<file path="src/rtl/pfr_input_evt_pkg.sv">
// Shared types and helpers for the PFR input event scheduler and its arbiter.
package pfr_input_evt_pkg;

    typedef enum logic {
        EVT_IDLE    = 1'b0,
        EVT_PRESENT = 1'b1
    } evt_state_t;

    localparam logic EVT_LVL_RISE = 1'b1;
    localparam logic EVT_LVL_FALL = 1'b0;

    // Index width for n channels; a single channel still needs one bit.
    function automatic int ch_idx_w(input int n);
        return (n > 1) ? $clog2(n) : 1;
    endfunction

    localparam int EVT_MAX_CH = 32;
    localparam int EVT_CHAN_W = ch_idx_w(EVT_MAX_CH);

    typedef struct packed {
        logic [EVT_CHAN_W-1:0] chan;
        logic                  lvl;
    } evt_t;

endpackage

</file>
<file path="src/rtl/input_event_scheduler_rr_arbiter.sv">
// Combinational round-robin arbiter: grants the first request at or after ptr,
// wrapping from N-1 back to 0.
module rr_arbiter
    import pfr_input_evt_pkg::*;
#(
    parameter  int N  = 8,
    localparam int IW = ch_idx_w(N)
) (
    input  logic [N-1:0]  req,
    input  logic [IW-1:0] ptr,
    output logic [N-1:0]  gnt,
    output logic [IW-1:0] gnt_idx,
    output logic          any
);

    logic [IW-1:0] idx;

    // Walk the channels starting at ptr and latch onto the first requester.
    always_comb begin
        gnt     = '0;
        gnt_idx = '0;
        any     = 1'b0;
        idx     = '0;
        for (int i = 0; i < N; i++) begin
            idx = IW'((int'(ptr) + i) % N);
            if (!any && req[idx]) begin
                any          = 1'b1;
                gnt[idx]     = 1'b1;
                gnt_idx      = idx;
            end
        end
    end

endmodule

</file>
<file path="src/rtl/input_event_scheduler.sv">
// Input event scheduler: one pending edge event per channel, round-robin
// arbitrated onto a single valid/ready port, with sticky overrun flags.
// Optional feature macro: EVENT_TIMESTAMP_EN adds per-event capture timestamps.
module input_event_scheduler
    import pfr_input_evt_pkg::*;
#(
    parameter  int NUM_CH   = 8,
    parameter  int TS_WIDTH = 16,
    localparam int CH_IDX_W = ch_idx_w(NUM_CH)
) (
    input  logic                clock,
    input  logic                i_resetn,
    input  logic [NUM_CH-1:0]   i_rising_edge,
    input  logic [NUM_CH-1:0]   i_falling_edge,
    input  logic [NUM_CH-1:0]   i_chan_mask,
    output logic                o_evt_valid,
    input  logic                i_evt_ready,
    output logic [CH_IDX_W-1:0] o_evt_chan,
    output logic                o_evt_level,
`ifdef EVENT_TIMESTAMP_EN
    output logic [TS_WIDTH-1:0] o_evt_timestamp,
`endif
    output logic [NUM_CH-1:0]   o_overrun,
    input  logic [NUM_CH-1:0]   i_clear_overrun
);

    evt_state_t            state_q, state_d;
    logic [CH_IDX_W-1:0]   rr_ptr_q, rr_ptr_d;
    logic [CH_IDX_W-1:0]   chan_q, chan_d;
    logic                  lvl_q, lvl_d;
    logic [NUM_CH-1:0]     pend_v_q, pend_v_d;
    logic [NUM_CH-1:0]     pend_lvl_q, pend_lvl_d;
    logic [NUM_CH-1:0]     overrun_q, overrun_d;
    logic [NUM_CH-1:0]     req, gnt, gnt_fire, cap_edge, ovr_set;
    logic [CH_IDX_W-1:0]   gnt_idx;
    logic                  any_req, grant_fire;

    assign req = pend_v_q & ~i_chan_mask;

    rr_arbiter #(.N(NUM_CH)) u_arb (
        .req     (req),
        .ptr     (rr_ptr_q),
        .gnt     (gnt),
        .gnt_idx (gnt_idx),
        .any     (any_req)
    );

    // Event FSM: grant from IDLE, hold the event stable in PRESENT until accepted.
    always_comb begin
        state_d    = state_q;
        rr_ptr_d   = rr_ptr_q;
        chan_d     = chan_q;
        lvl_d      = lvl_q;
        grant_fire = 1'b0;
        case (state_q)
            EVT_IDLE: begin
                if (any_req) begin
                    grant_fire = 1'b1;
                    chan_d     = gnt_idx;
                    lvl_d      = pend_lvl_q[gnt_idx];
                    rr_ptr_d   = (gnt_idx == CH_IDX_W'(NUM_CH - 1)) ? '0 : gnt_idx + 1'b1;
                    state_d    = EVT_PRESENT;
                end
            end
            EVT_PRESENT: begin
                if (i_evt_ready) begin
                    state_d = EVT_IDLE;
                end
            end
            default: state_d = EVT_IDLE;
        endcase
    end

    // Pending slots: a new edge always wins over the grant clearing the slot;
    // both strobes at once count as a falling edge.
    always_comb begin
        gnt_fire   = gnt & {NUM_CH{grant_fire}};
        cap_edge   = (i_rising_edge | i_falling_edge) & ~i_chan_mask;
        ovr_set    = cap_edge & pend_v_q & ~gnt_fire;
        pend_v_d   = (cap_edge | (pend_v_q & ~gnt_fire)) & ~i_chan_mask;
        overrun_d  = (overrun_q & ~i_clear_overrun) | ovr_set;
        pend_lvl_d = pend_lvl_q;
        for (int c = 0; c < NUM_CH; c++) begin
            if (cap_edge[c]) begin
                pend_lvl_d[c] = i_falling_edge[c] ? EVT_LVL_FALL : EVT_LVL_RISE;
            end
        end
    end

    // State, pointer, presented event, pending slots and overrun flags.
    always_ff @(posedge clock or negedge i_resetn) begin
        if (!i_resetn) begin
            state_q    <= EVT_IDLE;
            rr_ptr_q   <= '0;
            chan_q     <= '0;
            lvl_q      <= 1'b0;
            pend_v_q   <= '0;
            pend_lvl_q <= '0;
            overrun_q  <= '0;
        end else begin
            state_q    <= state_d;
            rr_ptr_q   <= rr_ptr_d;
            chan_q     <= chan_d;
            lvl_q      <= lvl_d;
            pend_v_q   <= pend_v_d;
            pend_lvl_q <= pend_lvl_d;
            overrun_q  <= overrun_d;
        end
    end

    assign o_evt_valid = (state_q == EVT_PRESENT);
    assign o_evt_chan  = chan_q;
    assign o_evt_level = lvl_q;
    assign o_overrun   = overrun_q;

`ifdef EVENT_TIMESTAMP_EN
    logic [TS_WIDTH-1:0] ts_q;
    logic [TS_WIDTH-1:0] evt_ts_q;
    logic [TS_WIDTH-1:0] pend_ts_q [NUM_CH];

    // Free-running time base, per-channel capture (newest edge kept) and event copy.
    always_ff @(posedge clock or negedge i_resetn) begin
        if (!i_resetn) begin
            ts_q     <= '0;
            evt_ts_q <= '0;
            for (int c = 0; c < NUM_CH; c++) begin
                pend_ts_q[c] <= '0;
            end
        end else begin
            ts_q <= ts_q + 1'b1;
            if (grant_fire) begin
                evt_ts_q <= pend_ts_q[gnt_idx];
            end
            for (int c = 0; c < NUM_CH; c++) begin
                if (cap_edge[c]) begin
                    pend_ts_q[c] <= ts_q;
                end
            end
        end
    end

    assign o_evt_timestamp = evt_ts_q;
`endif

    // The edge filter never produces both strobes on one channel in one cycle.
    always @(posedge clock) begin
        if (i_resetn) begin
            assert ((i_rising_edge & i_falling_edge) == '0);
        end
    end

    // Configuration sanity: supported channel counts and a non-empty time base.
    always @(posedge clock) begin
        assert ((NUM_CH >= 2) && (NUM_CH <= 32) && (TS_WIDTH >= 1));
    end

endmodule

</file>
<file path="config.mk">
export PLATFORM = sky130hd
export DESIGN_NAME = input_event_scheduler
export DESIGN_NICKNAME = d
export VERILOG_FILES = /design/src/rtl/pfr_input_evt_pkg.sv /design/src/rtl/input_event_scheduler_rr_arbiter.sv /design/src/rtl/input_event_scheduler.sv
export SDC_FILE = /design/constraint.sdc
export NUM_CORES = 1
export LEC_CHECK = 0
export CORE_MARGIN = 5
export CORE_UTILIZATION = 50
export CTS_BUF_LIST = sky130_fd_sc_hd__clkbuf_16
export CTS_CLUSTER_DIAMETER = 60
export DETAILED_ROUTE_END_ITERATION = 8
export GPL_TIMING_DRIVEN = 0
export HOLD_SLACK_MARGIN = 0.1
export PLACE_DENSITY = 0.86
export SLEW_MARGIN = 20
export SYNTH_ARGS = -nofsm -noshare
export SYNTH_HDL_FRONTEND = slang
export SYNTH_HIERARCHICAL = 1
export SYNTH_SLANG_ARGS = --single-unit
</file>
<file path="constraint.sdc">
create_clock -name clock -period 4.3 [get_ports clock]
set_clock_uncertainty 0.05 [all_clocks]
set_input_delay 0.43 -clock clock [delete_from_list [all_inputs] [get_ports clock]]
set_output_delay 0.43 -clock clock [all_outputs]
set_load 0.01 [all_outputs]
</file>
Word-level counts from Yosys, hierarchy flattened
Index checks and enable logic that the tools add are counted.
{"block": "word_totals", "reg_bits": 32, "input_bits": 35, "output_inout_bits": 13, "wordCells": 156}
{"block": "classes", "addsub": 8, "order_cmp": 17, "n_eq_ne": 1, "muxes": 71, "bitwise": 22, "reduce_logical": 23}
{"operator": "8-bit bitwise OR", "n": 10}
{"operator": "8-bit bitwise AND", "n": 8}
{"operator": "8-bit two-way mux", "n": 8}
{"operator": "3-bit by 4-bit < comparator with 1-bit output (second input constant)", "n": 9}
{"operator": "1-bit two-way mux", "n": 36}
{"operator": "1-bit binary-select mux with 3-bit select", "n": 9}
{"operator": "3-bit two-way mux", "n": 9}
{"operator": "1-bit demux with 3-bit select", "n": 8}
{"operator": "3-bit by 1-bit greater-or-equal comparator with 1-bit output (second input constant)", "n": 8}
{"operator": "8-bit NOT", "n": 3}
{"operator": "1-bit logical AND", "n": 15}
{"operator": "3-bit adder (second input constant)", "n": 4}
{"operator": "1-bit logical NOT", "n": 7}
{"operator": "3-bit by 1-bit adder with 3-bit output (second input constant)", "n": 2}
{"operator": "3-bit by 2-bit adder with 3-bit output (second input constant)", "n": 2}
{"operator": "3-bit equality test (second input constant)", "n": 1}
{"operator": "1-bit one-hot mux with 2 select lines", "n": 1}
{"operator": "2-bit AND reduction", "n": 1}
{"operator": "1-bit NOT", "n": 1}

Depth between registers and ports, before layout
Gate-level depths: netlist (run 1).
{"block": "logic_depth", "depth_word": 33, "ltp_mapped": 15, "depth_no_buf": 12}

By module
Netlist (run 1), hierarchy kept.
{"mod": "input_event_scheduler", "instances": 1, "cells_per_inst": 145, "area_per_inst_um2": 1392.6, "seq_area_each_um2": 800.8}
{"mod": "rr_arbiter", "instances": 1, "cells_per_inst": 158, "area_per_inst_um2": 1308.8, "seq_area_each_um2": 0.0}

Worst setup path before layout (run 1)
No wires, ideal clock.
{"block": "synth_path", "path_kind": "reg2reg", "startpoint": "register rr_ptr_q[0]", "endpoint": "register lvl_q, in the netlist o_evt_level", "setup_time_ps": 74, "arrival_time_ps": 3653, "t_required_ps": 4176, "slack_ps": 523, "stages_incl_launch_ff": 16, "n_path_buf": 4, "synth_period_minus_slack_ps": 3777, "cell_sequence": "dfrtp_1 > buf_6 > buf_6 > clkinv_1 > ha_1 > xnor2_1 > mux4_2 > nand4_4 > buf_2 > nor3_1 > mux2i_1 > o211ai_1 > buf_6 > mux2i_1 > mux4_2 > o21ai_2"}
{"block": "synth_between", "elab_chain_len": 26, "word_cells_on_any_way": 56, "classes_between": "add/sub (7); mux (34); reduce/logical (15)"}
{"item": "start, declared", "line": "input_event_scheduler.sv:28", "source": "logic [CH_IDX_W-1:0] rr_ptr_q, rr_ptr_d;"}
{"item": "start signal, assigned", "line": "input_event_scheduler.sv:102", "source": "rr_ptr_q <= rr_ptr_d;"}
{"item": "branches (longest 23 deep; another with 3-bit by 1-bit adder with 3-bit output)"}
{"item": "3-bit two-way mux (*)", "line": "input_event_scheduler_rr_arbiter.sv:26", "source": "if (!any && req[idx]) begin"}
{"item": "net gnt_idx[1]", "line": "input_event_scheduler.sv:35", "source": "logic [CH_IDX_W-1:0] gnt_idx;"}
{"item": "1-bit binary-select mux with 3-bit select (*)", "line": "input_event_scheduler.sv:60", "source": "lvl_d = pend_lvl_q[gnt_idx];"}
{"item": "1-bit two-way mux (implied by the code) (*)", "line": "input_event_scheduler.sv:60"}
{"item": "end signal, assigned", "line": "input_event_scheduler.sv:104", "source": "lvl_q <= lvl_d;"}
{"item": "end, declared", "line": "input_event_scheduler.sv:30", "source": "logic lvl_q, lvl_d;"}
Mark *: on every way through the listed nets, which the timed path passes. The select of a mux whose other input is x is not followed.
A chain may end at the register's enable or synchronous reset.

Worst setup path after layout (run 1)
Same ends and word-level chain as after synthesis.

==> run_results.csv, run 1 <==
group,metric,value,unit
clock_network,clkLatencyLatePin,270,ps
setup_path,r2r.worst_path.cells,15,
global_route,antenna_found_initial,0,
setup_path,crit_arrival,4280,ps
logic_synthesis,async_reset_ff_share,100,%
run_status,status,"complete, no violations",
routing,finalWirelength,7.62,mm
sta,slew_headroom,52.7,%
routing,drc,0,
logic_synthesis,syn_nets,346,
global_route,gr-total-overflow,0,
setup_path,rr_endpoint,"o_evt_level",
layout,nets,399,
global_route,grt_start_max_net_pins,33,
die,start_util,52.2,%
global_route,grt.total_usage,22.1,%
logic_synthesis,synth_edf_count,0,
sta,rsz0062_at_grt,"false",
setup_path,critical_path_class,"flip-flop to flip-flop",
layout,antenna-diode-count,0,
routing,dr.pass1.iters,5,
clock_network,cts_buffer_depth,2,
placed_design,gp_congestion,0.956,
routing,dr_total_vias,2597,
sta,setup_violations,0,
clock_network,cts_inserted_buffers,5,
hold_path,min_path_type,"primary input to async pin",
setup_path,rrSetupSlack,170,ps
flow_run,maxCapViolCount,0,
pwr,power_density,983,nW/um^2
global_route,grt_pass1_wl,12.6,mm
setup_path,crit_end,"o_evt_level",
logic_synthesis,synth_cells,303,
logic_synthesis,synth.area.top_cells,"dfrtp_1, mux4_2, mux2i_1",
routing,drtIter0Drc,362,
clock_network,cts_sinks,32,
logic_synthesis,postSynthAreaPerCell,8.92,sq um
clock_network,holdBufCountCts,0,
clock_network,postCtsSetupRepairBufs,0,
logic_synthesis,ys_ff_latch,32,
setup_path,cp-start-kind,"flip-flop",
routing,viasPerCell,6.08,
die,row_count,26,
sta,drv_slew,0,
layout,area.growth.synth_to_final,27.3,%
setup_path,worstPathMaxFanout,10,
sta,hold_viol_final,0,
pwr,leakage,1.43,nW
clock_network,clkTransAtPathRegs,50,ps
routing,wire_per_inst,17.9,microns
layout,final.fill_count,408,
die,dieArea,6970,sq um
die,coreArea,5170,sq um
layout,post-route-util,66.5,%
pwr,ir_drop,0.449,mV
sta,period_needed,4130,ps
logic_synthesis,synth.distinct_cells,54,
setup_path,end_kind,"flip-flop",
setup_path,startpoint,"rr_ptr_q[0]",
placed_design,dp_hpwl,5.90,mm
layout,drive_above_1_share,11.5,%
die,ioPinCount,48,
setup_path,timing.rr.start,"rr_ptr_q[0]",
sta,period_share,96.1,%
layout,stdcell_count,427,
die,die_height,83.5,microns
logic_synthesis,yosys_warnings,6,
die,fp.dieW,83.5,microns
logic_synthesis,synth_area,2700,sq um
logic_synthesis,yosysTopAreaCell,"dfrtp_1",
placed_design,dp_cells,420,
sta,worst_slew_pin_slew,709,ps
routing,ant_nets,0,
setup_path,critPathRequiredTime,4450,ps
clock_network,cts-root-buf,"clkbuf_16",
logic_synthesis,netlist.area_leader.share,29.6,%
logic_synthesis,yosysSeqAreaShare,29.6,%
clock_network,cts_tree,"built",
clock_network,htreeDepth,2,
global_route,grt_pass1_vias,2609,
pwr,p_total,0.00338,W
logic_synthesis,synth_ff_type,"dfrtp_1",
placed_design,portBuffers,47,
sta,clock.fmax,242,MHz
## routing by layer
metal / wire (microns) / vias to the layer above / global-route usage [%]
met5: 0 / - / 0
met4: 233 / 0 / 7.31
met3: 616 / 31 / 4.05
met2: 3600 / 142 / 37.2
met1: 3180 / 1197 / 28.7
li1: - / 1227 / -
## registers in the layout, summed over array words and instances, names as in the netlist
register and count:
pend_lvl_q 8, o_overrun 8, o_evt_valid 1, o_evt_chan 3, o_evt_level 1, rr_ptr_q 3, pend_v_q 8
## cells by family after synthesis
family	after synthesis	synth area share, %
and+or+nand+nor	93	17.1
xor gates and xnor gates	4	1.85
adders and majority gates	8	3.71
buffers and inverters	46	7.60
DFF	32	29.6
AOI/OAI and AO/OA	84	20.2
muxes	36	19.9
## worst min path at each step
stage             startpoint             to  cells past startpoint
6_report            i_resetn  pend_lvl_q[1]                      1
2_1_floorplan       i_resetn  o_evt_chan[0]                      0
4_1_cts             i_resetn  pend_lvl_q[1]                      1
3_5_place_dp   o_evt_chan[2]  o_evt_chan[2]                      2
3_3_place_gp     o_evt_level    o_evt_level                      2
5_1_grt             i_resetn  pend_lvl_q[1]                      1
## where the power goes
part / switching [W] / internal, W
sequential: 0.0000677 / 0.000398
combinational: 0.00147 / 0.00106
clock: 0.000124 / 0.000269
total: 0.00166 / 0.00172
## placed cells by master (no fill, tap or decap), types with 2 or more instances in the layout
cell type	n
ha_1	7
a221oi_1	5
mux2_2	2
clkdlybuf4s50_1	46
mux2_1	2
buf_6	4
o31ai_1	4
a21oi_1	20
buf_2	3
nor2_1	17
a22oi_1	2
nand2_1	42
o22ai_1	14
mux4_2	12
a2111oi_0	2
o21ai_0	18
clkbuf_16	5
nand3_1	3
nor4_1	6
mux2i_1	17
inv_1	32
nor2b_1	10
nand2b_1	2
a31oi_1	2
clkinv_1	2
nor3_1	6
dfrtp_1	32
clkbuf_1	6
a211oi_1	3
o21ai_1	2
## synthesized netlist by cell type (2+ instances only)
cell type,instances
mux4_2,12
nand2_1,42
o31ai_1,4
ha_1,8
clkbuf_1,7
dfrtp_1,32
nand2b_1,2
o22ai_1,14
a211oi_1,3
a2111oi_0,2
mux2i_1,17
a221oi_1,5
nor2_1,17
nor4_1,6
buf_6,4
a21oi_1,20
inv_1,32
nand3_1,3
nor3_1,6
buf_2,2
a31oi_1,2
mux2_1,2
o21ai_0,18
mux2_2,2
o21ai_1,2
nor2b_1,10
a22oi_1,2
## critical path, stage by stage (launching register included)
cell and delay, ps:
dfrtp_1 420, buf_6 200, buf_6 180, clkinvlp_4 180
ha_2 290, xnor2_4 280, mux4_2 600, nand4_4 170
buf_2 250, nor3_1 100, mux2i_1 220, o211ai_1 180
buf_6 180, mux2i_1 130, mux4_2 480, o21ai_2 130
## through the flow
stage               cell area, sq um  setup WS, ps  setup TNS (ps)  hold slack [ps]
floorplan                       2700           523               0             84.4
global placement                3260          -157            -157              412
detailed placement              3250          -210            -210              415
CTS                             3440          50.7               0              183
global route                    3440          2.74               0              224
finish                          3440           167               0              156
## area by class of cell
type	instances	area [sq um]	share of cell area, %
plain buffers	12	77.6	2.26
clock buffers	5	125	3.64
clock inverters	3	37.5	1.09
inverters	33	128	3.71
multi-input cells	225	1720	49.9
flip-flops and latches	32	801	23.3
well taps	70	87.6	2.55
repair buffers	47	465	13.5
## timing repair
item                       CTS  global route
pin swaps                    0             0
setup endpoints to repair    3             1
resized for setup            2             2
Note: power is estimated with default switching activity, not from simulation.
==> inputs of run 2 (changes only) <==
--- a/config.mk
+++ b/config.mk
@@ -13,6 +13,7 @@
 export GPL_TIMING_DRIVEN = 0
 export HOLD_SLACK_MARGIN = 0.1
 export PLACE_DENSITY = 0.86
+export SETUP_SLACK_MARGIN = 0.05
 export SLEW_MARGIN = 20
 export SYNTH_ARGS = -nofsm -noshare
 export SYNTH_HDL_FRONTEND = slang
==> run_results.csv, run 2 (synthesis results as in run 1) <==
group,metric,value,unit
pwr,leakage,1.43,nW
routing,drc,0,
setup_path,end_kind,"flip-flop",
die,start_util,52.2,%
global_route,gr-total-overflow,0,
global_route,grt.total_usage,22.1,%
clock_network,holdBufCountCts,0,
die,dieArea,6970,sq um
run_status,status,"complete, no violations",
layout,nets,399,
routing,dr_total_vias,2591,
sta,clock.fmax,246,MHz
layout,design_area,3440,sq um
clock_network,cts-root-buf,"clkbuf_16",
setup_path,critPathRequiredTime,4450,ps
sta,worst_slew_pin_slew,707,ps
die,coreArea,5170,sq um
routing,dr.pass1.iters,6,
global_route,grt_pass1_vias,2609,
sta,worst_slack,239,ps
routing,ant_nets,0,
pwr,p_total,0.00338,W
setup_path,path_cells,"buf_6 -> buf_6 -> clkinvlp_4 -> ha_2 -> xnor2_4 -> mux4_2 -> nand4_4 -> clkbuf_4 -> nor3_1 -> mux2i_1 -> o211ai_1 -> buf_6 -> mux2i_1 -> mux4_2 -> o21ai_2",
die,die_height,83.5,microns
setup_path,cp-start-kind,"flip-flop",
layout,antenna-diode-count,0,
routing,wire_per_inst,17.7,microns
sta,drv_slew,0,
pwr,ir_drop,0.447,mV
routing,drtIter0Drc,263,
sta,period_share,94.4,%
routing,finalWirelength,7.58,mm
setup_path,critical_path_class,"flip-flop to flip-flop",
routing,viasPerCell,6.07,
setup_path,crit_arrival,4210,ps
sta,slew_headroom,52.9,%
clock_network,cts_sinks,32,
global_route,grt_start_max_net_pins,33,
clock_network,cts_inserted_buffers,5,
sta,whs,155,ps
placed_design,pre_cts_ws,-210,ps
pwr,power_density,981,nW/um^2
layout,area.growth.synth_to_final,27.4,%
setup_path,crit_path_top_delay_cell,"mux4_2",
die,row_count,26,
layout,final_common_cell,"clkdlybuf4s50_1",
setup_path,crit_path_frequent_cell,"buf_6",
layout,drive_above_1_share,11.5,%
layout,most-common-layout-cells,"clkdlybuf4s50_1, nand2_1, inv_1, dfrtp_1, a21oi_1",
clock_network,cts_buffer_depth,2,
die,ioPinCount,48,
placed_design,dpl_cell_area,3250,sq um
clock_network,clkLatencyLatePin,270,ps
die,fp.dieW,83.5,microns
placed_design,gp_congestion,0.956,
global_route,grt_pass1_wl,12.6,mm
setup_path,worstPathMaxFanout,10,
clock_network,clkTransAtPathRegs,50,ps
clock_network,htreeDepth,2,
layout,post-route-util,66.5,%
sta,hold_viol_final,0,
placed_design,dp_hpwl,5.90,mm
hold_path,min_path_type,"primary input to async pin",
placed_design,portBuffers,47,
sta,setup_violations,0,
flow_run,maxCapViolCount,0,
setup_path,worst_path_largest_cell_delay,600,ps
global_route,antenna_found_initial,0,
clock_network,postCtsSetupRepairBufs,0,
sta,period_needed,4060,ps
clock_network,cts_tree,"built",
sta,rsz0062_at_grt,"false",
[run 2: what timing repair did]
item,4_1_cts,5_1_grt
hold endpoints to repair,0,0
endpoints found under the setup margin,3,6
pin swaps,0,1
gates resized for setup,2,3
[run 2: worst paths after layout]
kind                          startpoint       endpoint  slack, ps  depth (start not counted)
setup / recovery             rr_ptr_q[0]    o_evt_level        240                         15
hold / removal                  i_resetn  pend_lvl_q[1]        160                          1
min in group clock         o_evt_chan[0]  o_evt_chan[0]        430                          2
setup reg to reg             rr_ptr_q[0]    o_evt_level        240                         15
hold reg to reg            o_evt_chan[0]  o_evt_chan[0]        430                          2
max in group asynchronous       i_resetn    rr_ptr_q[1]       3590                          1
[run 2: report_power, final]
group | leakage (nW) | switching, W | internal, W
clock network | 0.0789 | 0.000123 | 0.000269
logic | 0.961 | 0.00146 | 0.00106
registers | 0.389 | 0.0000675 | 0.000398
total | 1.43 | 0.00165 | 0.00173
[run 2: cell type report]
type	instances	area, sq um
Tap cell	70	87.6
Timing Repair Buffer	47	465
Clock inverter	3	37.5
Multi-Input combinational cell	225	1720
Buffer	12	80.1
Fill cell	408	1730
Clock buffer	5	125
Sequential cell	32	801
Inverter	33	128
[run 2: metrics by stage]
step | setup TNS (ps) | instances
after floorplan | 0 | 303
after global placement | -157 | 420
after detailed placement | -210 | 420
after CTS | 0 | 428
after global routing | 0 | 427
final | 0 | 427
[run 2: layer usage]
metal / share of wire, % / global-route usage (%)
met5: 0 / 0
met3: 7.7 / 4.05
met4: 3.1 / 7.31
met1: 42 / 28.7
met2: 47 / 37.2
[run 2: critical path: cells and delay by family (launching register included)]
| kind | cells | cell delay (ps) |
|---|---|---|
| AOI/OAI and AO/OA | 2 | 310 |
| DFF | 1 | 410 |
| and+or+nand+nor | 2 | 260 |
| buffers and inverters | 5 | 970 |
| adders and majority gates | 1 | 290 |
| muxes | 4 | 1430 |
| xor gates and xnor gates | 1 | 250 |
==> variant 1: new RTL, config.mk and constraints of run 2 <==
Build with the macro `EVENT_TIMESTAMP_EN` defined.
--- a/src/rtl/input_event_scheduler.sv
+++ b/src/rtl/input_event_scheduler.sv
@@ -3,2 +3,4 @@
 // Optional feature macro: EVENT_TIMESTAMP_EN adds per-event capture timestamps.
+`define EVENT_TIMESTAMP_EN
+
 module input_event_scheduler
Behaviour (old outputs only; new: o_evt_timestamp): same outputs for any inputs over 4 cycles, from zero or initial values and one cycle with i_resetn low; that may be too few to reach the edited logic, so the function may still have changed.
==> variant 1 against run 2 <==
Routed wire length rose to 3.3 times the old value. Sequential share of layout area increased by 19 points. Maximum frequency shrank 1.4%. Sequential cell count is 160 higher. Synthesized cell count increased to 2.7 times the old value. Synthesized area increased to 3.6 times the old value. First-iteration DRC count up 100%. Die area increased to 3.2 times the old value. Worst setup slack lost 0.060 ns. Cell area rose to 3.3 times the old value.
Power is left out: the tool's default activity adds up to more than one toggle a clock period on the data nets, which glitch-free logic cannot reach.
==> variant 1: results (changes against run 2) <==
status: "finished clean"
ys_types: 60  # +11%
worst_path_largest_cell_delay_ns: 0.65  # +0.05 ns
syn_nets: 855  # +150%
clk_pin_slew_worst_paths_ns: 0.08  # +0.03 ns
r2r-start: "rr_ptr_q[1]"
hpwl_mm: 17.1  # +190%
crit_arrival_ns: 4.42  # +0.21 ns
seq_area_frac_synth_pct: 48.8  # +19 points
fmax_ghz: 0.243  # -1.4%
drt-pass1-iter-count: 5  # -1
drive_gt1_share_pct: 30.5  # +19 points
rrSetupSlack_ns: 0.18  # -0.06 ns
synthAdderAreaFrac_pct: 1.14  # -2.6 points
h-tree-depth: 4  # +2
grt_max_degree: 105  # +220%
groute.usage.overall_pct: 22.8  # +0.73 points
numPortBuffers: 63  # +34%
placed_cell_area_um2: 10800  # +230%
synth_common_cells: "192 x dfrtp_1, 160 x mux2_2, 70 x nand2_1"
worst_pin_slew_ns: 0.686  # -0.0211 ns
grt_first_pass_wirelength_mm: 39.8  # +220%
min_path_type: "reg -> reg"
synth-compound-area-share_pct: 10.2  # -10 points
ctsHoldBuffers: 1  # +1
cts_resized: 13  # +11
grt_pass1_vias: 7213  # +180%
first_iter_violations: 529  # +100%
muxShareOfSynthArea_pct: 26.2  # +6.3 points
place_ws_ns: -0.620  # -0.410 ns
-- variant 1: cell types whose count changed in the layout (fill, tap and decap cells not counted), sizes merged, moves of 24 or more --
cell | run 2 | this run
mux2 | 5 | 163
nand2 | 42 | 70
buf | 6 | 44
dfrtp | 32 | 192
clkbuf | 12 | 36
mux2i | 19 | 48
-- variant 1: stage by stage --
step | hold slack [ns] | utilization (%) | std cells
after floorplan | 0.0844 | - | 811
after global placement | 0.406 | 55.6 | 1139
after detailed placement | 0.420 | 55.7 | 1140
after CTS | 0.435 | 58.9 | 1172
after global routing | 0.449 | 59.0 | 1173
final | 0.432 | 59.0 | 1173
-- variant 1: layout make-up --
cell class                 count  area (um^2)
multi-input combinational    530         4640
timing repair buffer          66          681
clock buffer                  17          425
fill                        1515         7980
sequential                   192         4800
tap                          265          332
clock inverter                15          128
buffer                        60          370
inverter                      28          106
-- variant 1: layer usage --
layer	up-vias	track usage (%)
met1	3573	30.1
li1	3143	-
met5	-	0
met4	0	9.19
met2	222	37.5
met3	50	4.06
==> variant 2: new RTL, config.mk and constraints of run 2 <==
Without the edit above. Register the output `o_overrun` once more, without a reset; this adds one clock of latency there. The other outputs are not delayed to match.
--- a/src/rtl/input_event_scheduler.sv
+++ b/src/rtl/input_event_scheduler.sv
@@ -113,3 +113,5 @@
     assign o_evt_level = lvl_q;
-    assign o_overrun   = overrun_q;
+    always_ff @(posedge clock) begin
+        o_overrun <= overrun_q;
+    end
 
Check against the original RTL: not equivalent (Yosys sat finds a counterexample within 4 cycles, from zero or initial values and one cycle with i_resetn low).
==> variant 2 against run 2 <==
Critical path depth stayed put. Routed wire length is 4.6% higher. Count of clock-buffer cells in the layout stayed put. Synthesized area is 5.9% higher. Cell area is 4.2% higher. Via count is 5.4% higher. Total power is 3.2% higher. First-iteration DRC count is 29% higher. Worst setup slack worse by 0.043 ns. Sequential cell count is 8 higher. Non-clock buffer count stayed put. Sequential power is 23% higher. Largest cell class unchanged. Largest power group unchanged.
==> variant 2: results (changes against run 2) <==
seq_power_share_pct: 16.4  # +2.6 points
route.met2.wl_mm: 3.90  # +9.7%
use_met3_pct: 3.84  # -0.20 points
placed_cell_area_um2: 3420  # +5.0%
wl_met3_um: 716  # +23%
placed_cells: 430  # +2.4%
switching_share_pct: 49.3  # +0.49 points
hold_slack_ns: 0.161  # +0.00562 ns
worstSkewPairLatency_ns: 0.28
grt_use_met2_pct: 37.9  # +0.75 points
place_congestion: 0.983  # +2.8%
place_ws_ns: -0.144  # +0.0654 ns
syn_nets: 354  # +2.3%
h-tree-depth: 2  # unchanged
ys_types: 55  # +1.9%
crit_arrival_ns: 4.26  # +0.05 ns
nets: 407  # +2.0%
grt_first_pass_wirelength_mm: 12.7  # +0.82%
synth_common_cells: "42 x nand2_1, 32 x dfrtp_1, 32 x inv_1"
grt_pass1_vias: 2641  # +1.2%
seq_area_frac_synth_pct: 33.6  # +3.9 points
cts_root_buffer: "clkbuf_16"
leakage_nw: 1.49  # +4.3%
hpwl_mm: 6.00  # +1.7%
r2r_end: "o_evt_level"
worst_pin_slew_ns: 0.750  # +0.0429 ns
p_switching_mw: 1.72  # +4.2%
first_iter_violations: 340  # +29%
powerClk_uw: 361  # -7.9%
grt_util_met1_pct: 26.6  # -2.2 points
async_flop_share_pct: 80.0  # -20 points
groute.usage.overall_pct: 21.8  # -0.26 points
status: "finished clean"
synthTopCellsByArea: "dfrtp_1 28%, mux4_2 9.4%, mux2i_1 5.9%"
drive_gt1_share_pct: 11.8  # +0.30 points
endpoint_kind: "flop"
rrSetupSlack_ns: 0.20  # -0.04 ns
route.layer.met1.wl_mm: 3.05  # -4.9%
min_path_type: "in -> async"
post_drt_wl_per_cell_um: 18.1  # +2.2%
[variant 2: changes by cell type after synthesis]
cell	delta
dfxtp_1	+8
[variant 2: final cells by class]
cell class / count / area (um^2)
buffer: 12 / 78.8
inverter: 33 / 128
clock buffer: 5 / 125
fill: 453 / 1960
timing repair buffer: 47 / 465
clock inverter: 3 / 20.0
sequential: 40 / 961
tap: 72 / 90.1
multi-input combinational: 225 / 1720
[variant 2: cell families (layout without fill, tap and decap cells)]
kind of cell               Yosys count  after routing  synth area share [%]
buffers and inverters               46            100                  7.17
DFF                                 40             40                  33.6
and+or+nand+nor                     93             93                  16.1
AOI/OAI and AO/OA                   84             84                  19.1
muxes                               36             36                  18.8
adders and majority gates            8              8                  3.50
xor gates and xnor gates             4              4                  1.75
